[src/rtl/riscv_pkg.sv]
// Shared RV32I pipeline types: EX/MEM control bundle, load/store size codes and MEM-stage FSM states.
package riscv_pkg;

  localparam int unsigned XLEN = 32;
  localparam int unsigned BE_W = XLEN / 8;

  typedef struct packed {
    logic       mem_read;
    logic       mem_write;
    logic [2:0] mem_funct3;
  } ctrl_signals_t;

  localparam logic [2:0] F3_B  = 3'b000;
  localparam logic [2:0] F3_H  = 3'b001;
  localparam logic [2:0] F3_W  = 3'b010;
  localparam logic [2:0] F3_BU = 3'b100;
  localparam logic [2:0] F3_HU = 3'b101;

  typedef enum logic [1:0] {
    IDLE     = 2'd0,
    WAIT_RSP = 2'd1,
    DONE     = 2'd2
  } mem_state_t;

endpackage

[src/rtl/mem_stage_if.sv]
// Data-memory valid/ready request bus with a one-cycle load response pulse.
interface mem_stage_if;
  import riscv_pkg::*;

  logic            dmem_req_valid;
  logic            dmem_req_ready;
  logic [XLEN-1:0] dmem_req_addr;
  logic            dmem_req_we;
  logic [BE_W-1:0] dmem_req_be;
  logic [XLEN-1:0] dmem_req_wdata;
  logic            dmem_rsp_valid;
  logic [XLEN-1:0] dmem_rsp_rdata;

  modport master (
    output dmem_req_valid, dmem_req_addr, dmem_req_we, dmem_req_be, dmem_req_wdata,
    input  dmem_req_ready, dmem_rsp_valid, dmem_rsp_rdata
  );

  modport slave (
    input  dmem_req_valid, dmem_req_addr, dmem_req_we, dmem_req_be, dmem_req_wdata,
    output dmem_req_ready, dmem_rsp_valid, dmem_rsp_rdata
  );

endinterface

[src/rtl/mem_stage_align.sv]
// Combinational byte-lane logic: store enables/replication, load extract/extend, alignment check.
module mem_align
  import riscv_pkg::*;
(
  input  logic            access_i,
  input  logic            is_store_i,
  input  logic [2:0]      funct3_i,
  input  logic [1:0]      addr_lo_i,
  input  logic [XLEN-1:0] rs2_data_i,
  input  logic [2:0]      ld_funct3_i,
  input  logic [1:0]      ld_off_i,
  input  logic [XLEN-1:0] ld_rdata_i,
  output logic            misaligned_c_o,
  output logic [BE_W-1:0] st_be_c_o,
  output logic [XLEN-1:0] st_wdata_c_o,
  output logic [XLEN-1:0] ld_data_c_o
);

  logic        is_byte;
  logic        is_half;
  logic [15:0] ld_half;
  logic [7:0]  ld_byte;

  // Stores only know B/H/W; any other code falls back to word size
  always_comb begin
    if (is_store_i) begin
      is_byte = (funct3_i == F3_B);
      is_half = (funct3_i == F3_H);
    end else begin
      is_byte = (funct3_i == F3_B) || (funct3_i == F3_BU);
      is_half = (funct3_i == F3_H) || (funct3_i == F3_HU);
    end
  end

  assign misaligned_c_o = access_i &
                          (is_half ? addr_lo_i[0] : (!is_byte && (addr_lo_i != 2'b00)));

  always_comb begin
    st_be_c_o    = '0;
    st_wdata_c_o = '0;
    if (access_i && !misaligned_c_o) begin
      if (!is_store_i) begin
        st_be_c_o = 4'hF;
      end else if (is_byte) begin
        st_be_c_o    = 4'b0001 << addr_lo_i;
        st_wdata_c_o = {4{rs2_data_i[7:0]}};
      end else if (is_half) begin
        st_be_c_o    = 4'b0011 << {addr_lo_i[1], 1'b0};
        st_wdata_c_o = {2{rs2_data_i[15:0]}};
      end else begin
        st_be_c_o    = 4'hF;
        st_wdata_c_o = rs2_data_i;
      end
    end
  end

  assign ld_half = 16'(ld_rdata_i >> {ld_off_i, 3'b000});
  assign ld_byte = ld_half[7:0];

  always_comb begin
    case (ld_funct3_i)
      F3_B:    ld_data_c_o = {{24{ld_byte[7]}}, ld_byte};
      F3_BU:   ld_data_c_o = {24'd0, ld_byte};
      F3_H:    ld_data_c_o = {{16{ld_half[15]}}, ld_half};
      F3_HU:   ld_data_c_o = {16'd0, ld_half};
      default: ld_data_c_o = ld_rdata_i;
    endcase
  end

endmodule

[src/rtl/mem_stage.sv]
// RV32I MEM stage: drives the data-memory bus, stalls the pipeline while a load is outstanding.
module mem_stage
  import riscv_pkg::*;
(
  input  logic               clk,
  input  logic               rst_n,
  input  ctrl_signals_t      ctrl_in,
  input  logic [XLEN-1:0]    alu_result_in,
  input  logic [XLEN-1:0]    rs2_data_in,
  mem_stage_if.master        dmem,
  output logic [XLEN-1:0]    mem_rdata_out,
  output logic               mem_stall,
  output logic               misaligned_out
);

  mem_state_t      state_q, state_d;
  logic [1:0]      off_q, off_d;
  logic [2:0]      f3_q, f3_d;
  logic [XLEN-1:0] rdata_q, rdata_d;

  logic            access;
  logic            is_store;
  logic            mis;
  logic [BE_W-1:0] st_be;
  logic [XLEN-1:0] st_wdata;
  logic [XLEN-1:0] ld_data;
  logic            req_valid;

  assign access   = ctrl_in.mem_read | ctrl_in.mem_write;
  assign is_store = ctrl_in.mem_write;

  mem_align u_align (
    .access_i       (access),
    .is_store_i     (is_store),
    .funct3_i       (ctrl_in.mem_funct3),
    .addr_lo_i      (alu_result_in[1:0]),
    .rs2_data_i     (rs2_data_in),
    .ld_funct3_i    (f3_q),
    .ld_off_i       (off_q),
    .ld_rdata_i     (dmem.dmem_rsp_rdata),
    .misaligned_c_o (mis),
    .st_be_c_o      (st_be),
    .st_wdata_c_o   (st_wdata),
    .ld_data_c_o    (ld_data)
  );

  always_ff @(posedge clk or negedge rst_n) begin
    if (!rst_n) begin
      state_q <= IDLE;
      off_q   <= 2'd0;
      f3_q    <= 3'd0;
      rdata_q <= '0;
    end else begin
      state_q <= state_d;
      off_q   <= off_d;
      f3_q    <= f3_d;
      rdata_q <= rdata_d;
    end
  end

  // DONE never reissues: EX/MEM still holds the finished load for that one cycle
  always_comb begin
    state_d       = state_q;
    off_d         = off_q;
    f3_d          = f3_q;
    rdata_d       = rdata_q;
    req_valid     = 1'b0;
    mem_stall     = 1'b0;
    mem_rdata_out = '0;
    case (state_q)
      IDLE: begin
        if (access && !mis) begin
          req_valid = 1'b1;
          if (is_store) begin
            mem_stall = !dmem.dmem_req_ready;
          end else begin
            mem_stall = 1'b1;
            if (dmem.dmem_req_ready) begin
              off_d   = alu_result_in[1:0];
              f3_d    = ctrl_in.mem_funct3;
              state_d = WAIT_RSP;
            end
          end
        end
      end
      WAIT_RSP: begin
        mem_stall = 1'b1;
        if (dmem.dmem_rsp_valid) begin
          rdata_d = ld_data;
          state_d = DONE;
        end
      end
      DONE: begin
        mem_rdata_out = rdata_q;
        state_d       = IDLE;
      end
      default: state_d = IDLE;
    endcase
  end

  assign misaligned_out      = mis;
  assign dmem.dmem_req_valid = req_valid;
  assign dmem.dmem_req_addr  = {alu_result_in[XLEN-1:2], 2'b00};
  assign dmem.dmem_req_we    = is_store & !mis;
  assign dmem.dmem_req_be    = st_be;
  assign dmem.dmem_req_wdata = st_wdata;

endmodule

[src/flat_wrapper.sv]
// flat-port wrapper written by rule: the top's interface ports become plain ports
module mem_stage_flat import riscv_pkg::*;
  (clk, rst_n, ctrl_in, alu_result_in, rs2_data_in, mem_rdata_out, mem_stall, misaligned_out, dmem_dmem_req_valid, dmem_dmem_req_addr, dmem_dmem_req_we, dmem_dmem_req_be, dmem_dmem_req_wdata, dmem_dmem_req_ready, dmem_dmem_rsp_valid, dmem_dmem_rsp_rdata);
  mem_stage_if dmem_i ();
  input  logic clk;
  input  logic rst_n;
  input  ctrl_signals_t ctrl_in;
  input  logic [XLEN-1:0] alu_result_in;
  input  logic [XLEN-1:0] rs2_data_in;
  output logic [XLEN-1:0] mem_rdata_out;
  output logic mem_stall;
  output logic misaligned_out;
  output wire logic [$bits(dmem_i.dmem_req_valid)-1:0] dmem_dmem_req_valid;
  output wire logic [$bits(dmem_i.dmem_req_addr)-1:0] dmem_dmem_req_addr;
  output wire logic [$bits(dmem_i.dmem_req_we)-1:0] dmem_dmem_req_we;
  output wire logic [$bits(dmem_i.dmem_req_be)-1:0] dmem_dmem_req_be;
  output wire logic [$bits(dmem_i.dmem_req_wdata)-1:0] dmem_dmem_req_wdata;
  input wire logic [$bits(dmem_i.dmem_req_ready)-1:0] dmem_dmem_req_ready;
  input wire logic [$bits(dmem_i.dmem_rsp_valid)-1:0] dmem_dmem_rsp_valid;
  input wire logic [$bits(dmem_i.dmem_rsp_rdata)-1:0] dmem_dmem_rsp_rdata;
  assign dmem_dmem_req_valid = dmem_i.dmem_req_valid;
  assign dmem_dmem_req_addr = dmem_i.dmem_req_addr;
  assign dmem_dmem_req_we = dmem_i.dmem_req_we;
  assign dmem_dmem_req_be = dmem_i.dmem_req_be;
  assign dmem_dmem_req_wdata = dmem_i.dmem_req_wdata;
  assign dmem_i.dmem_req_ready = dmem_dmem_req_ready;
  assign dmem_i.dmem_rsp_valid = dmem_dmem_rsp_valid;
  assign dmem_i.dmem_rsp_rdata = dmem_dmem_rsp_rdata;
  mem_stage u_core (.clk(clk), .rst_n(rst_n), .ctrl_in(ctrl_in), .alu_result_in(alu_result_in), .rs2_data_in(rs2_data_in), .dmem(dmem_i), .mem_rdata_out(mem_rdata_out), .mem_stall(mem_stall), .misaligned_out(misaligned_out));
endmodule
[config.mk]
export PLATFORM = sky130hd
export DESIGN_NAME = mem_stage_flat
export DESIGN_NICKNAME = d
export VERILOG_FILES = /design/src/rtl/riscv_pkg.sv /design/src/rtl/mem_stage_if.sv /design/src/rtl/mem_stage_align.sv /design/src/rtl/mem_stage.sv /design/src/flat_wrapper.sv
export SDC_FILE = /design/constraint.sdc
export NUM_CORES = 1
export LEC_CHECK = 0
export CORE_MARGIN = 3
export CORE_UTILIZATION = 39
export CTS_CLUSTER_SIZE = 25
export DETAILED_ROUTE_END_ITERATION = 12
export PLACE_DENSITY = 0.84
export SLEW_MARGIN = 10
export SYNTH_ARGS = -nofsm -noshare
export SYNTH_HDL_FRONTEND = slang
export SYNTH_SLANG_ARGS = --single-unit
[constraint.sdc]
create_clock -name clk -period 3.2 [get_ports clk]
set_input_delay 0.64 -clock clk [delete_from_list [all_inputs] [get_ports clk]]
set_output_delay 0.64 -clock clk [all_outputs]
set_load 0.02 [all_outputs]
==> qor.yml, run 1 <==
drc: 0
hold_buffers: 0
initial_core_util_pct: 41.7
internal_power_uw: 1320
grt_max_degree: 40
swShare_pct: 35.4
postPlaceCellArea_sq_mm: 0.00453
final_layout_size_suffix_gt1_share_pct: 8.25
die_h_microns: 95.5
drtIter0Drc: 253
yosysMostFrequentCell: "nand2_1"
htreeDepth: 2
cts_root_buffer: "clkbuf_8"
synth_area_leaders: "dfrtp_1 31%, nand2_1 8.4%, buf_4 8.2%"
p_per_area_mw_per_mm2: 431
grt_overflow: 0
place.gp.congestion: 0.940
finalPower_uw: 2040
finalHoldViolCount: 0
clock_power_share_pct: 20.1
critPathMaxFanout: 9
core_area_sq_mm: 0.00749
design_area_sq_mm: 0.00472
hpwlAfterDp_mm: 8.18
avgViaCountPerCell: 5.49
numCtsBuffers: 5
synth_area_per_cell_sq_um: 7.72
clock-sinks: 39
synth-edff-count: 0
syn_inst: 404
p_sw_uw: 721
path_clk_slew_ps: 80
io_pins: 209
ys_types: 40
synth_area_sq_mm: 0.00312
ys.flop_type: "dfrtp_1"
design.die.area_sq_mm: 0.00911
setup_tns_ps: 0
rsz0062_at_grt: "no"
netlist_top_cells_count: "70 x nand2_1, 40 x and2_1, 39 x dfrtp_1, 34 x buf_4, 33 x nand3_1"
yosys_warnings: 0
end_kind: "output port"
start_kind: "primary input"
status: "finished clean"
setup_violations: 0
comb_power_share_pct: 36.3
tightest_slew_ps: 1120
ys_seq_area_share_pct: 31.3
p_seq_share_pct: 43.5
ant_nets: 0
cts_tree: "done"
ir_drop_mv: 0.202
insertion_delay_ps: 290
slew_headroom_pct: 25.4
power_leakage_uw: 0.00248
first_pass_iters: 4
utilization_pct: 63.1
grtUsageTotal_pct: 23.1
nNetsFinal: 625
dieWidth_microns: 95.5
ff2ff_setup_slack_ps: 870
fmax_mhz: 324
slew_viol_final: 0
clockBufferDepth: 2
cp.required_ps: 2560
diodes: 0
io_buffers: 146
synth_top_area_share_pct: 31.3
period_share_pct: 96.4
crit_arrival_ps: 2440
min_period_ps: 3080
drv_cap: 0
yosysTopAreaCell: "dfrtp_1"
crit_type: "in2out"
antenna_found_initial: 0
vias: 3406
wl_mm: 10.8
first_global_vias: 3310
hold_class: "in2async"
syn2layout_area_growth_pct: 51.3
skew_ps: 8.50
grt_pass1_wl_mm: 16.4
rows: 31
synthArstFlopShare_pct: 100
ys_ff_latch: 39
avgRoutedWirePerCell_microns: 17.4
## through the flow
stage,worst slack [ps],hold slack [ps],cells
CTS,4.85,479,618
detailed placement,-76.7,463,610
finish,117,459,620
floorplan,615,344,405
global route,1.59,509,620
global placement,-41.0,452,610
## layout by cell type (no fill, tap or decap), types with 2 or more instances in the layout
master | netlist | layout
clkbuf_8 | 0 | 5
dlygate4sd2_1 | 0 | 9
nand2_1 | 70 | 70
mux2_2 | 6 | 6
a32oi_1 | 2 | 2
clkdlybuf4s50_1 | 0 | 108
buf_4 | 34 | 20
nand3_1 | 33 | 33
o21ai_0 | 21 | 21
a21oi_1 | 29 | 29
and3_1 | 6 | 6
a211oi_1 | 12 | 12
o211ai_1 | 6 | 6
a221o_1 | 7 | 7
and2_1 | 40 | 40
mux2i_1 | 15 | 15
mux2_1 | 2 | 2
nor2_1 | 17 | 17
inv_1 | 5 | 4
conb_1 | 1 | 2
dlymetal6s2s_1 | 0 | 28
nor2b_1 | 3 | 3
nand2b_1 | 11 | 11
dfrtp_1 | 39 | 39
buf_12 | 0 | 3
nand3b_1 | 3 | 3
## worst max-delay path: stages
cell and delay (ps):
clkdlybuf4s50_1 510, a211oi_1 270, o21ai_1 170, inv_2 190, clkdlybuf4s50_1 660
## registers in the layout, indices dropped and copies added, names as in the netlist
register	count
u_core.off_q	2
u_core.rdata_q	32
u_core.state_q	2
u_core.f3_q	3
## timing repair
action / in CTS / in global routing
resized for setup: 10 / 29
endpoints found under the hold margin: 0 / 0
pin swaps: 0 / 1
buffers inserted: 0 / 2
endpoints found under the setup margin: 17 / 21
## routing by layer
layer,share of wire (%),routed length [microns],GRT usage [%]
met5,0,0,0
met4,2.6,277,7.94
met3,11,1140,7.89
met2,49,5240,40.0
met1,38,4120,26.5
## logic make-up after synthesis
| group | count (synthesis) | share of synthesized area, % |
|---|---|---|
| buffers and inverters | 66 | 12.5 |
| flip-flops | 39 | 31.3 |
| other | 1 | 0.120 |
| AND/OR/NAND/NOR | 188 | 30.0 |
| AO/OA/AOI/OAI | 86 | 17.6 |
| multiplexers | 24 | 8.54 |
## area by class of cell
type,instances,area (sq um)
inverter,5,18.8
tap,99,124
multi-input combinational,300,1770
clock buffer,5,68.8
timing repair buffer,169,1730
sequential,39,976
fill,627,2760
clock inverter,3,43.8
## worst paths after layout
path / from / end / cells after the start
worst max register to register: u_core.off_q[0] / u_core.rdata_q[26] / 4
min in group clk: u_core.rdata_q[4] / u_core.rdata_q[4] / 2
worst min-delay path: rst_n / u_core.rdata_q[28] / 1
max in group asynchronous: rst_n / u_core.rdata_q[9] / 1
worst min register to register: u_core.rdata_q[4] / u_core.rdata_q[4] / 2
worst max-delay path: ctrl_in[2] / dmem_dmem_req_we / 5
## power groups by stage
| stage | clock [uW] | sequential (uW) | combinational [uW] |
|---|---|---|---|
| 2_1_floorplan | 0 | 778 | 582 |
| 3_3_place_gp | 0 | 880 | 720 |
| 3_5_place_dp | 0 | 892 | 743 |
| 4_1_cts | 417 | 881 | 745 |
| 5_1_grt | 438 | 918 | 817 |
| 6_report | 410 | 887 | 740 |
No activity file was read; power rests on OpenSTA's default activity.
==> inputs of run 2 (changes only) <==
--- a/config.mk
+++ b/config.mk
@@ -11,2 +11,3 @@
 export DETAILED_ROUTE_END_ITERATION = 12
+export GPL_TIMING_DRIVEN = 0
 export PLACE_DENSITY = 0.84
--- a/constraint.sdc
+++ b/constraint.sdc
@@ -3,2 +3,2 @@
 set_output_delay 0.64 -clock clk [all_outputs]
-set_load 0.02 [all_outputs]
+set_load 0.01 [all_outputs]
==> qor.yml, run 2 (synthesis gave the netlist of run 1 again) <==
die_h_microns: 95.5  # unchanged
grt_pass1_wl_mm: 18.8  # +15%
io_buffers: 174  # +19%
final_layout_size_suffix_gt1_share_pct: 12.7  # +4.4 points
ir_drop_mv: 0.177  # -13%
cts_root_buffer: "clkbuf_8"
critPathMaxFanout: 10  # +1
clock-sinks: 39  # unchanged
avgViaCountPerCell: 5.23  # -4.8%
routed.top_layer: "met4"
place.gp.congestion: 0.899  # -4.3%
drv_cap: 0  # unchanged
path_clk_slew_ps: 80  # about the same
stdcell_count: 690  # +11%
slew_viol_final: 0  # unchanged
setup_violations: 0  # unchanged
rr_worst_depth: 3  # -1
hold_class: "in2async"
core_area_sq_mm: 0.00749  # unchanged
fmax_mhz: 330  # +1.8%
r2r_start: "u_core.state_q[1]"
grt_max_degree: 36  # -10%
cp.required_ps: 2560  # about the same
timing.final.ws_setup_ps: 172  # +56.0 ps
end_kind: "output port"
first_global_vias: 3590  # +8.5%
reg_top3: "u_core.rdata_q (32), u_core.f3_q (3)"
finalHoldViolCount: 0  # unchanged
clockBufferDepth: 2  # unchanged
largest-register: "u_core.rdata_q"
io_pins: 209  # unchanged
tightest_slew_ps: 943  # -176 ps
crit_type: "in2out"
met1_length_mm: 4.71  # +14%
ff2ff_setup_slack_ps: 1120  # +250 ps
nNetsFinal: 695  # +11%
avgRoutedWirePerCell_microns: 17.9  # +2.8%
p_per_area_mw_per_mm2: 397  # -8.1%
numCtsBuffers: 5  # unchanged
layout_common_cells: "157 x clkdlybuf4s50_1, 70 x nand2_1, 40 x and2_1"
rsz0062_at_grt: "no"
slew_headroom_pct: 36.8  # +11 points
diodes: 0  # unchanged
cts_tree: "done"
power_leakage_uw: 0.00235  # -5.2%
initial_core_util_pct: 41.7  # unchanged
period_share_pct: 94.6  # -1.7 points
grt_overflow: 0  # unchanged
status: "finished clean"
drc: 0  # unchanged
htreeDepth: 2  # unchanged
syn2layout_area_growth_pct: 66.5
met2_length_mm: 6.21  # +18%
skew_ps: 3.34  # -5.16 ps
largest_reg_flops: 32  # unchanged
rows: 31  # unchanged
crit_arrival_ps: 2390  # -50 ps
dieWidth_microns: 95.5  # unchanged
insertion_delay_ps: 300  # about the same
antenna_found_initial: 0  # unchanged
drtIter0Drc: 241  # -4.7%
pre_cts_ws_ps: -383  # -307 ps
final_common_cell: "clkdlybuf4s50_1"
hpwlAfterDp_mm: 9.74  # +19%
grtUsageTotal_pct: 26.9  # +3.8 points
wl_mm: 12.3  # +14%
ant_nets: 0  # unchanged
min_period_ps: 3030  # -56.0 ps
design.die.area_sq_mm: 0.00911  # unchanged
vias: 3610  # +6.0%
first_pass_iters: 4  # unchanged
start_kind: "primary input"
r2r_end: "u_core.rdata_q[9]"
met3_length_mm: 1.15  # +1.2%
dp.cells: 679  # +11%
-- run 2: cell types whose count changed in the layout (fill, tap and decap cells not counted), moves of 3 or more --
| cell | change |
|---|---|
| clkdlybuf4s50_1 | +49 |
| dlymetal6s2s_1 | -22 |
| buf_4 | +18 |
| clkbuf_1 | +12 |
| buf_2 | +6 |
| clkbuf_4 | +3 |
-- run 2: how the worst max path moves through the flow --
stage | slack [ps] | startpoint | end
2_1_floorplan | 830 | alu_result_in[0] | dmem_dmem_req_wdata[27]
3_3_place_gp | -350 | ctrl_in[3] | dmem_dmem_req_wdata[16]
3_5_place_dp | -380 | ctrl_in[3] | dmem_dmem_req_wdata[27]
4_1_cts | -5 | ctrl_in[2] | dmem_dmem_req_wdata[28]
5_1_grt | 40 | ctrl_in[3] | dmem_dmem_req_be[3]
6_report | 170 | ctrl_in[3] | dmem_dmem_req_wdata[16]
-- run 2: metal layers --
metal | global-route usage [%] | vias up
met5 | 0 | -
met4 | 7.70 | 0
met3 | 8.21 | 18
met2 | 45.5 | 175
met1 | 33.0 | 1682
li1 | - | 1735
-- run 2: critical path: stages --
cell,delay (ps)
dlygate4sd2_1,310
clkbuf_8,210
a21o_1,190
clkbuf_4,230
nand2_1,70
a21oi_1,150
clkdlybuf4s50_1,580
-- run 2: area by class of cell --
type	instances	area [sq um]
buffer	60	392
fill	619	2290
tap	99	124
timing repair buffer	179	1790
clock buffer	6	72.6
sequential	39	976
inverter	5	18.8
clock inverter	2	12.5
multi-input combinational	300	1810
-- run 2: metrics by stage --
step                      power, uW  hold slack [ps]  util [%]  cell area [sq um]  TNS, ps
after floorplan                1310              344         -               3120        0
after global placement         1680              456      66.7               4990    -8850
after detailed placement       1720              466      66.9               5000    -9760
after CTS                      2060              148      68.9               5160    -5.22
after global routing           2200              140      69.4               5190        0
final                          2060              144      69.4               5190        0
-- run 2: where the power goes --
part           switching, uW  internal [uW]  total [uW]
Clock                    182            152         334
Sequential               111            700         811
Combinational            461            454         915
Total                    754           1310        2060
-- run 2: timing repair --
item                                    CTS  global route
resized for setup                        28            11
pin swaps                                 1             3
hold buffers                              0             0
buffers inserted                          2             2
endpoints found under the setup margin   37            27
hold endpoints to repair                  0             0
